[config.mk]
export PLATFORM = sky130hd
export DESIGN_NAME = life_monitor
export DESIGN_NICKNAME = d
export VERILOG_FILES = /design/src/rtl/life_monitor.sv
export SDC_FILE = /design/constraint.sdc
export NUM_CORES = 2
export LEC_CHECK = 0
export BUFFER_PORTS_ARGS = -buffer_cell sky130_fd_sc_hd__buf_2
export CORE_MARGIN = 10
export CORE_UTILIZATION = 55
export CTS_BUF_LIST = sky130_fd_sc_hd__clkbuf_8 sky130_fd_sc_hd__clkbuf_16
export DETAILED_ROUTE_END_ITERATION = 16
export PLACE_DENSITY = 0.77
export SLEW_MARGIN = 20
export SYNTH_ARGS = -nofsm -noshare
export SYNTH_HDL_FRONTEND = slang
export SYNTH_SLANG_ARGS = --single-unit
export TNS_END_PERCENT = 50
[constraint.sdc]
create_clock -name clk -period 19.6 [get_ports clk]
set_input_delay 3.92 -clock clk [delete_from_list [all_inputs] [get_ports clk]]
set_output_delay 3.92 -clock clk [all_outputs]
set_load 0.005 [all_outputs]
[src/rtl/life_monitor.sv]
// ---------------------------------------------------------------------------
// life_monitor
//
// Watches the 16x16 toroidal Game of Life grid one generation at a time and
// reports the live-cell count and the generation index of the latest sample.
// It also flags three ways a run can end:
//   - still life:  the sample repeats the previous one,
//   - period 2:    the sample repeats the one two back but not the last one,
//   - extinction:  no live cells remain.
// `done` latches any of these until the next load or reset. Monitoring keeps
// running after `done` rises, so the individual flags keep following the grid.
//
// Ports
//   clk        : clock, shared with the Life core
//   reset      : asynchronous, active-high; clears history and all outputs
//   load       : core load strobe; clears the monitor and skips capture
//   grid       : registered core grid, bit index = 16*row + col
//   valid      : at least one sample taken since the last load/reset
//   population : live-cell count of the latest sample (0..256)
//   generation : index of the latest sample; saturates at all-ones
//   still      : latest sample equals the previous sample
//   period2    : latest sample equals the sample two back, differs from last
//   extinct    : latest sample has no live cells
//   done       : sticky OR of still / period2 / extinct
//
// Every output is a register, so they describe the grid that was present
// during the previous clock cycle.
// ---------------------------------------------------------------------------
module life_monitor #(
  parameter int GEN_W = 16
) (
  input  logic             clk,
  input  logic             reset,
  input  logic             load,
  input  logic [255:0]     grid,
  output logic             valid,
  output logic [8:0]       population,
  output logic [GEN_W-1:0] generation,
  output logic             still,
  output logic             period2,
  output logic             extinct,
  output logic             done
);

  // How many samples are held in the history registers, saturating at two.
  typedef enum logic [1:0] {
    HIST_NONE = 2'd0,
    HIST_ONE  = 2'd1,
    HIST_TWO  = 2'd2
  } hist_t;

  localparam logic [GEN_W-1:0] GEN_MAX = '1;

  hist_t            hist_reg,       hist_next;
  logic [255:0]     prev1_reg,      prev1_next;
  logic [255:0]     prev2_reg,      prev2_next;
  logic             valid_reg,      valid_next;
  logic [8:0]       population_reg, population_next;
  logic [GEN_W-1:0] generation_reg, generation_next;
  logic             still_reg,      still_next;
  logic             period2_reg,    period2_next;
  logic             extinct_reg,    extinct_next;
  logic             done_reg,       done_next;

  // -------------------------------------------------------------------------
  // Population: balanced binary adder tree over the 256 cells. Each level
  // halves the node count and grows the sum by one bit, ending in 9 bits.
  // -------------------------------------------------------------------------
  logic [1:0] lvl1 [128];
  logic [2:0] lvl2 [64];
  logic [3:0] lvl3 [32];
  logic [4:0] lvl4 [16];
  logic [5:0] lvl5 [8];
  logic [6:0] lvl6 [4];
  logic [7:0] lvl7 [2];
  logic [8:0] pop_sum;

  for (genvar gi = 0; gi < 128; gi++) begin : g_lvl1
    assign lvl1[gi] = {1'b0, grid[2*gi]} + {1'b0, grid[2*gi+1]};
  end

  for (genvar gi = 0; gi < 64; gi++) begin : g_lvl2
    assign lvl2[gi] = {1'b0, lvl1[2*gi]} + {1'b0, lvl1[2*gi+1]};
  end

  for (genvar gi = 0; gi < 32; gi++) begin : g_lvl3
    assign lvl3[gi] = {1'b0, lvl2[2*gi]} + {1'b0, lvl2[2*gi+1]};
  end

  for (genvar gi = 0; gi < 16; gi++) begin : g_lvl4
    assign lvl4[gi] = {1'b0, lvl3[2*gi]} + {1'b0, lvl3[2*gi+1]};
  end

  for (genvar gi = 0; gi < 8; gi++) begin : g_lvl5
    assign lvl5[gi] = {1'b0, lvl4[2*gi]} + {1'b0, lvl4[2*gi+1]};
  end

  for (genvar gi = 0; gi < 4; gi++) begin : g_lvl6
    assign lvl6[gi] = {1'b0, lvl5[2*gi]} + {1'b0, lvl5[2*gi+1]};
  end

  for (genvar gi = 0; gi < 2; gi++) begin : g_lvl7
    assign lvl7[gi] = {1'b0, lvl6[2*gi]} + {1'b0, lvl6[2*gi+1]};
  end

  assign pop_sum = {1'b0, lvl7[0]} + {1'b0, lvl7[1]};

  // -------------------------------------------------------------------------
  // History comparisons against the incoming grid.
  // -------------------------------------------------------------------------
  logic same_as_prev1;
  logic same_as_prev2;

  assign same_as_prev1 = (grid == prev1_reg);
  assign same_as_prev2 = (grid == prev2_reg);

  // -------------------------------------------------------------------------
  // Next-state logic
  // -------------------------------------------------------------------------
  always_comb begin
    hist_next       = hist_reg;
    prev1_next      = prev1_reg;
    prev2_next      = prev2_reg;
    valid_next      = valid_reg;
    population_next = population_reg;
    generation_next = generation_reg;
    still_next      = still_reg;
    period2_next    = period2_reg;
    extinct_next    = extinct_reg;
    done_next       = done_reg;

    if (load) begin
      // Restart: forget history so stale samples from before the load can
      // never match the new pattern. prev1/prev2 may keep old contents; an
      // empty hist makes them irrelevant.
      hist_next       = HIST_NONE;
      valid_next      = 1'b0;
      population_next = '0;
      generation_next = '0;
      still_next      = 1'b0;
      period2_next    = 1'b0;
      extinct_next    = 1'b0;
      done_next       = 1'b0;
    end else begin
      valid_next      = 1'b1;
      population_next = pop_sum;
      extinct_next    = (pop_sum == 9'd0);
      still_next      = (hist_reg != HIST_NONE) && same_as_prev1;
      period2_next    = (hist_reg == HIST_TWO) && same_as_prev2 && !same_as_prev1;
      done_next       = done_reg | extinct_next | still_next | period2_next;

      // First sample after a restart is generation 0; later ones count up
      // and stick at the maximum.
      if (hist_reg == HIST_NONE) begin
        generation_next = '0;
      end else if (generation_reg != GEN_MAX) begin
        generation_next = generation_reg + 1'b1;
      end

      prev2_next = prev1_reg;
      prev1_next = grid;

      unique case (hist_reg)
        HIST_NONE: hist_next = HIST_ONE;
        HIST_ONE:  hist_next = HIST_TWO;
        default:   hist_next = HIST_TWO;
      endcase
    end
  end

  // -------------------------------------------------------------------------
  // State registers
  // -------------------------------------------------------------------------
  always_ff @(posedge clk or posedge reset) begin
    if (reset) begin
      hist_reg       <= HIST_NONE;
      prev1_reg      <= '0;
      prev2_reg      <= '0;
      valid_reg      <= 1'b0;
      population_reg <= '0;
      generation_reg <= '0;
      still_reg      <= 1'b0;
      period2_reg    <= 1'b0;
      extinct_reg    <= 1'b0;
      done_reg       <= 1'b0;
    end else begin
      hist_reg       <= hist_next;
      prev1_reg      <= prev1_next;
      prev2_reg      <= prev2_next;
      valid_reg      <= valid_next;
      population_reg <= population_next;
      generation_reg <= generation_next;
      still_reg      <= still_next;
      period2_reg    <= period2_next;
      extinct_reg    <= extinct_next;
      done_reg       <= done_next;
    end
  end

  assign valid      = valid_reg;
  assign population = population_reg;
  assign generation = generation_reg;
  assign still      = still_reg;
  assign period2    = period2_reg;
  assign extinct    = extinct_reg;
  assign done       = done_reg;

endmodule

# Word level (Yosys, flattened, before mapping)
# Cells that the tools add are included.
# classes
n_addsub	256
multipliers	0
n_div	0
order_cmp	0
n_eq_ne	4
shifts	0
muxes	11
bitwise	3
n_reduce_logical	8
# op_table
op	n
$eq 256x256->1	2
$add 1x1->2	128
$add 2x2->3	64
$add 3x3->4	32
$add 4x4->5	16
$add 5x5->6	8
$mux 16	3
$add 6x6->7	4
$add 16x1->16 const B	1
$add 7x7->8	2
$ne 16x16->1 const B	1
$add 8x8->9	1
$logic_not 9->1	1
$mux 9	1
$mux 1	5
$mux 2	2
$logic_and 1x1->1	3
$or 1x1->1	3
$reduce_bool 3->1	1
$eq 2x2->1 const B	1
$logic_not 2->1	1
$reduce_bool 2->1	1
$logic_not 1->1	1
# word_totals
regBits	544
latch_bits	0
ramBits	0
mem_bits_ro	0
wordCells	292
n_memories	0

# Depth between registers and ports, before layout
# logic_depth
word_depth	13
ltp_mapped	29

# Worst setup path before layout
# No wires, ideal clock.
# synth_path
path_kind	input -> register
startpoint	input port grid[149]
endpoint	register done_reg (netlist: done)
setup_ps	72
t_arrival_ps	11376
required_time_ps	19528
slack_ps	8152
path_stages	28
n_path_buf	0
path_cell_list	inv_1 > fa_1 > inv_1 > fa_1 > fa_1 > inv_1 > fa_1 > inv_1 > fa_1 > inv_1 > fa_1 > inv_1 > fa_1 > inv_1 > fa_1 > fa_1 > fa_1 > fa_1 > inv_1 > ha_1 > fa_1 > a211oi_1 > o21bai_1 > a21oi_1 > o21bai_1 > a21o_1 > nor4_1 > nand4b_1
# synth_via
elab_chain_cells	13
# synth_lines
item	line_no	source
start: declaration	35	input logic [255:0] grid,
$add 1x1->2	79	assign lvl1[gi] = {1'b0, grid[2*gi]} + {1'b0, grid[2*gi+1]};
$add 2x2->3	83	assign lvl2[gi] = {1'b0, lvl1[2*gi]} + {1'b0, lvl1[2*gi+1]};
$add 3x3->4	87	assign lvl3[gi] = {1'b0, lvl2[2*gi]} + {1'b0, lvl2[2*gi+1]};
$add 4x4->5	91	assign lvl4[gi] = {1'b0, lvl3[2*gi]} + {1'b0, lvl3[2*gi+1]};
$add 5x5->6	95	assign lvl5[gi] = {1'b0, lvl4[2*gi]} + {1'b0, lvl4[2*gi+1]};
$add 6x6->7	99	assign lvl6[gi] = {1'b0, lvl5[2*gi]} + {1'b0, lvl5[2*gi+1]};
$add 7x7->8	103	assign lvl7[gi] = {1'b0, lvl6[2*gi]} + {1'b0, lvl6[2*gi+1]};
$add 8x8->9	106	assign pop_sum = {1'b0, lvl7[0]} + {1'b0, lvl7[1]};
$logic_not 9->1	147	extinct_next = (pop_sum == 9'd0);
$or 1x1->1 (2 in series)	150	done_next = done_reg | extinct_next | still_next | period2_next;
$or 1x1->1 (*)	150	
$mux 1 (*)	132	if (load) begin
via done_next	63	logic done_reg, done_next;
end signal: assignment	196	done_reg <= done_next;
end: declaration	63	
# Mark *: on every way through the listed nets, which the timed path passes. The rest lies on a longest branch.
# A chain may end at the register's enable or synchronous reset.

# Worst setup path in the final report
# layout_path
startpoint	input port grid[131]
endpoint	register done_reg (netlist: done)
# The elaborated chain is that of the path after synthesis.

==> qor.csv <==
metric,value,unit
pin count of the biggest net entering global routing,178,
register area share after synthesis,41.7,%
Yosys warning count,0,
Routed Antenna Nets,0,
GPL Wtd Cong,1.04,
clock root buffer,clkbuf_16,
Relative slew margins,23.8,%
setup_tns,0,ps
slowest CP cell,fa_1,
Slew Limit Fails,0,
setup repair after global routing missed its margin,false,
DIE HEIGHT,264,microns
fmax,84.8,MHz
CTS sink count,544,
HPWL after detailed placement,115000,microns
Mapped Area,32700,sq um
synthesized net count,3372,
utilization after layout,63.0,%
later-pin clock latency in the skew report,660,ps
"most common cell after layout, fill and taps aside",dfrtp_1,
antenna violations before repair,17,
Routed WL,136000,microns
Initial Util,55.4,%
FF-to-FF Start,prev1_reg[209],
Slew @ Worst Pin,1130,ps
Crit path required time,20160,ps
Worst setup SP type,input pin,
Worst Min Path Start,prev2_reg[53],
Max stage delay on crit path,590,ps
most frequent cells in the layout,"dfrtp_1, inv_1, mux2_2",
Worst-path clk slew,70,ps
Nets,3656,
CTS buffer count,60,
Die ar.,69500,sq um
gr usage total,38.7,%
Worst Skew,25.0,ps
HP Class,reg -> reg,
DP Area,34900,sq um
ys async rst share,100,%
post-route cell area,37100,sq um
CP endpoint kind,flip-flop,
Max-Cap Viols,0,
crit path buf inv count,9,
Worst Setup SP,grid[131],
Port Buf Inserts,288,
CTS max path bufs,3,
fillcell total,4631,
H-tree depth,2,
fin crit period,11790,ps
Worst Path Arrival,12350,ps
count of unique library cells instantiated by Yosys,51,
core area,58900,sq um
die width,264,microns
DRC,0,
#FFs+latches synth,544,
Core Rows,89,
number of failing hold endpoints at the final stage,0,
P&R area growth vs syn,13.7,%
CTS Hold Bufs,0,
layout cells sized above 1,24.4,%
via count,24000,
clock tree from TritonCTS,yes,
# resized after CTS,0,
status,"complete, no violations",
First-pass DRT Iterations,6,
critical-path maximum fanout,3,
final setup violation count,0,
DR vias/cell,6.08,
WL per Instance,34.5,microns
Post-synth EDFFs,0,
Tcrit/Tclk final,60.2,%
ys flop type,dfrtp_1,
crit-path leading delay family,adder cells,
post-CTS setup buffers,0,
critical path type,in -> reg,
initial DRC count,3025,
number of global-route vias before repair,24400,
"most used cell, CP",fa_1,
gate count of the mapped netlist,2831,
average cell area after synthesis,11.5,sq um
total I/O pin count,289,
first-pass GRT wire length,187000,microns
global route total overflow,0,
metrics by stage:
step,cells,hold slack [ps],worst slack [ps]
2_1_floorplan,2831,424,473
3_3_place_gp,3826,453,7360
3_5_place_dp,3826,480,7230
4_1_cts,3936,491,7910
5_1_grt,3938,528,7590
6_report,3949,513,7810
area by class of cell:
cell class / count / area [sq um] / area share (%)
inverters: 415 / 1570 / 4.21
repair buffers: 298 / 1560 / 4.19
well taps: 773 / 967 / 2.60
diodes: 13 / 32.5 / 0.0876
clock buffers: 66 / 1600 / 4.30
flip-flops and latches: 544 / 13600 / 36.7
clock inverters: 44 / 596 / 1.60
multi-input cells: 1796 / 17200 / 46.4
routing by layer:
layer  share of wire (%)  GRT usage [%]  up-vias
li1                    -              -     9864
met1                  39           50.6    12400
met2                  44           57.6     1422
met3                 9.6           9.21      328
met4                 7.2           23.6       12
met5               0.059              0        -
synth_stat cells, drive strengths merged (2+ instances only):
master / n / area share (%)
a2111o: 11 / 0.38
and3: 3 / 0.057
or2b: 3 / 0.069
nor2: 25 / 0.29
nand4: 93 / 1.8
xor2: 68 / 1.8
inv: 414 / 4.8
ha: 40 / 1.5
a21oi: 7 / 0.11
xnor2: 336 / 9.0
a211oi: 2 / 0.046
a2111oi: 2 / 0.057
and4: 2 / 0.054
and2: 3 / 0.057
o2111ai: 25 / 0.67
clkbuf: 71 / 0.82
o21ai: 161 / 2.5
nor4: 60 / 1.2
a21o: 3 / 0.069
o221ai: 8 / 0.21
buf: 5 / 0.057
dfrtp: 544 / 42
nand2: 161 / 1.9
o22ai: 18 / 0.34
fa: 242 / 15
nor3: 5 / 0.077
or4: 3 / 0.069
o21bai: 2 / 0.046
o211ai: 2 / 0.046
nand2b: 71 / 1.4
or3: 3 / 0.057
o2bb2ai: 9 / 0.24
a22o: 12 / 0.32
mux2: 361 / 12
nand3: 8 / 0.12
nor2b: 38 / 0.73
logic make-up (layout without fill, tap and decap cells):
kind of cell	after synthesis	count (layout)	share of synthesized area, %
flip-flops	544	544	41.7
buffers and inverters	491	823	5.64
AND/OR/NAND/NOR	480	480	7.83
XOR/XNOR	404	404	10.8
multiplexers	362	362	12.5
adder cells (fa/ha/maj)	282	282	16.4
AO/OA/AOI/OAI	268	268	5.16
other	0	13	0
worst register-to-register path, stage by stage (launching register included):
cell and delay [ps]:
dfrtp_1 400, xnor2_1 750, nand4_1 300, nor4_1 920
nand4_1 290, or4_1 470, o211ai_1 570, nand4b_1 160
worst paths after layout:
| kind | to | slack [ps] | depth (start not counted) |
|---|---|---|---|
| max in group asynchronous | prev2_reg[158] | 13270 | 5 |
| worst max-delay path | done | 7810 | 29 |
| min in group asynchronous | population[4] | 3400 | 2 |
| worst min register to register | prev2_reg[53] | 510 | 2 |
| worst max register to register | done | 15590 | 7 |
| worst min-delay path | prev2_reg[53] | 510 | 2 |
Power is not shown: default switching activity piles up to over one toggle a cycle in this logic, so the estimate is an artifact.
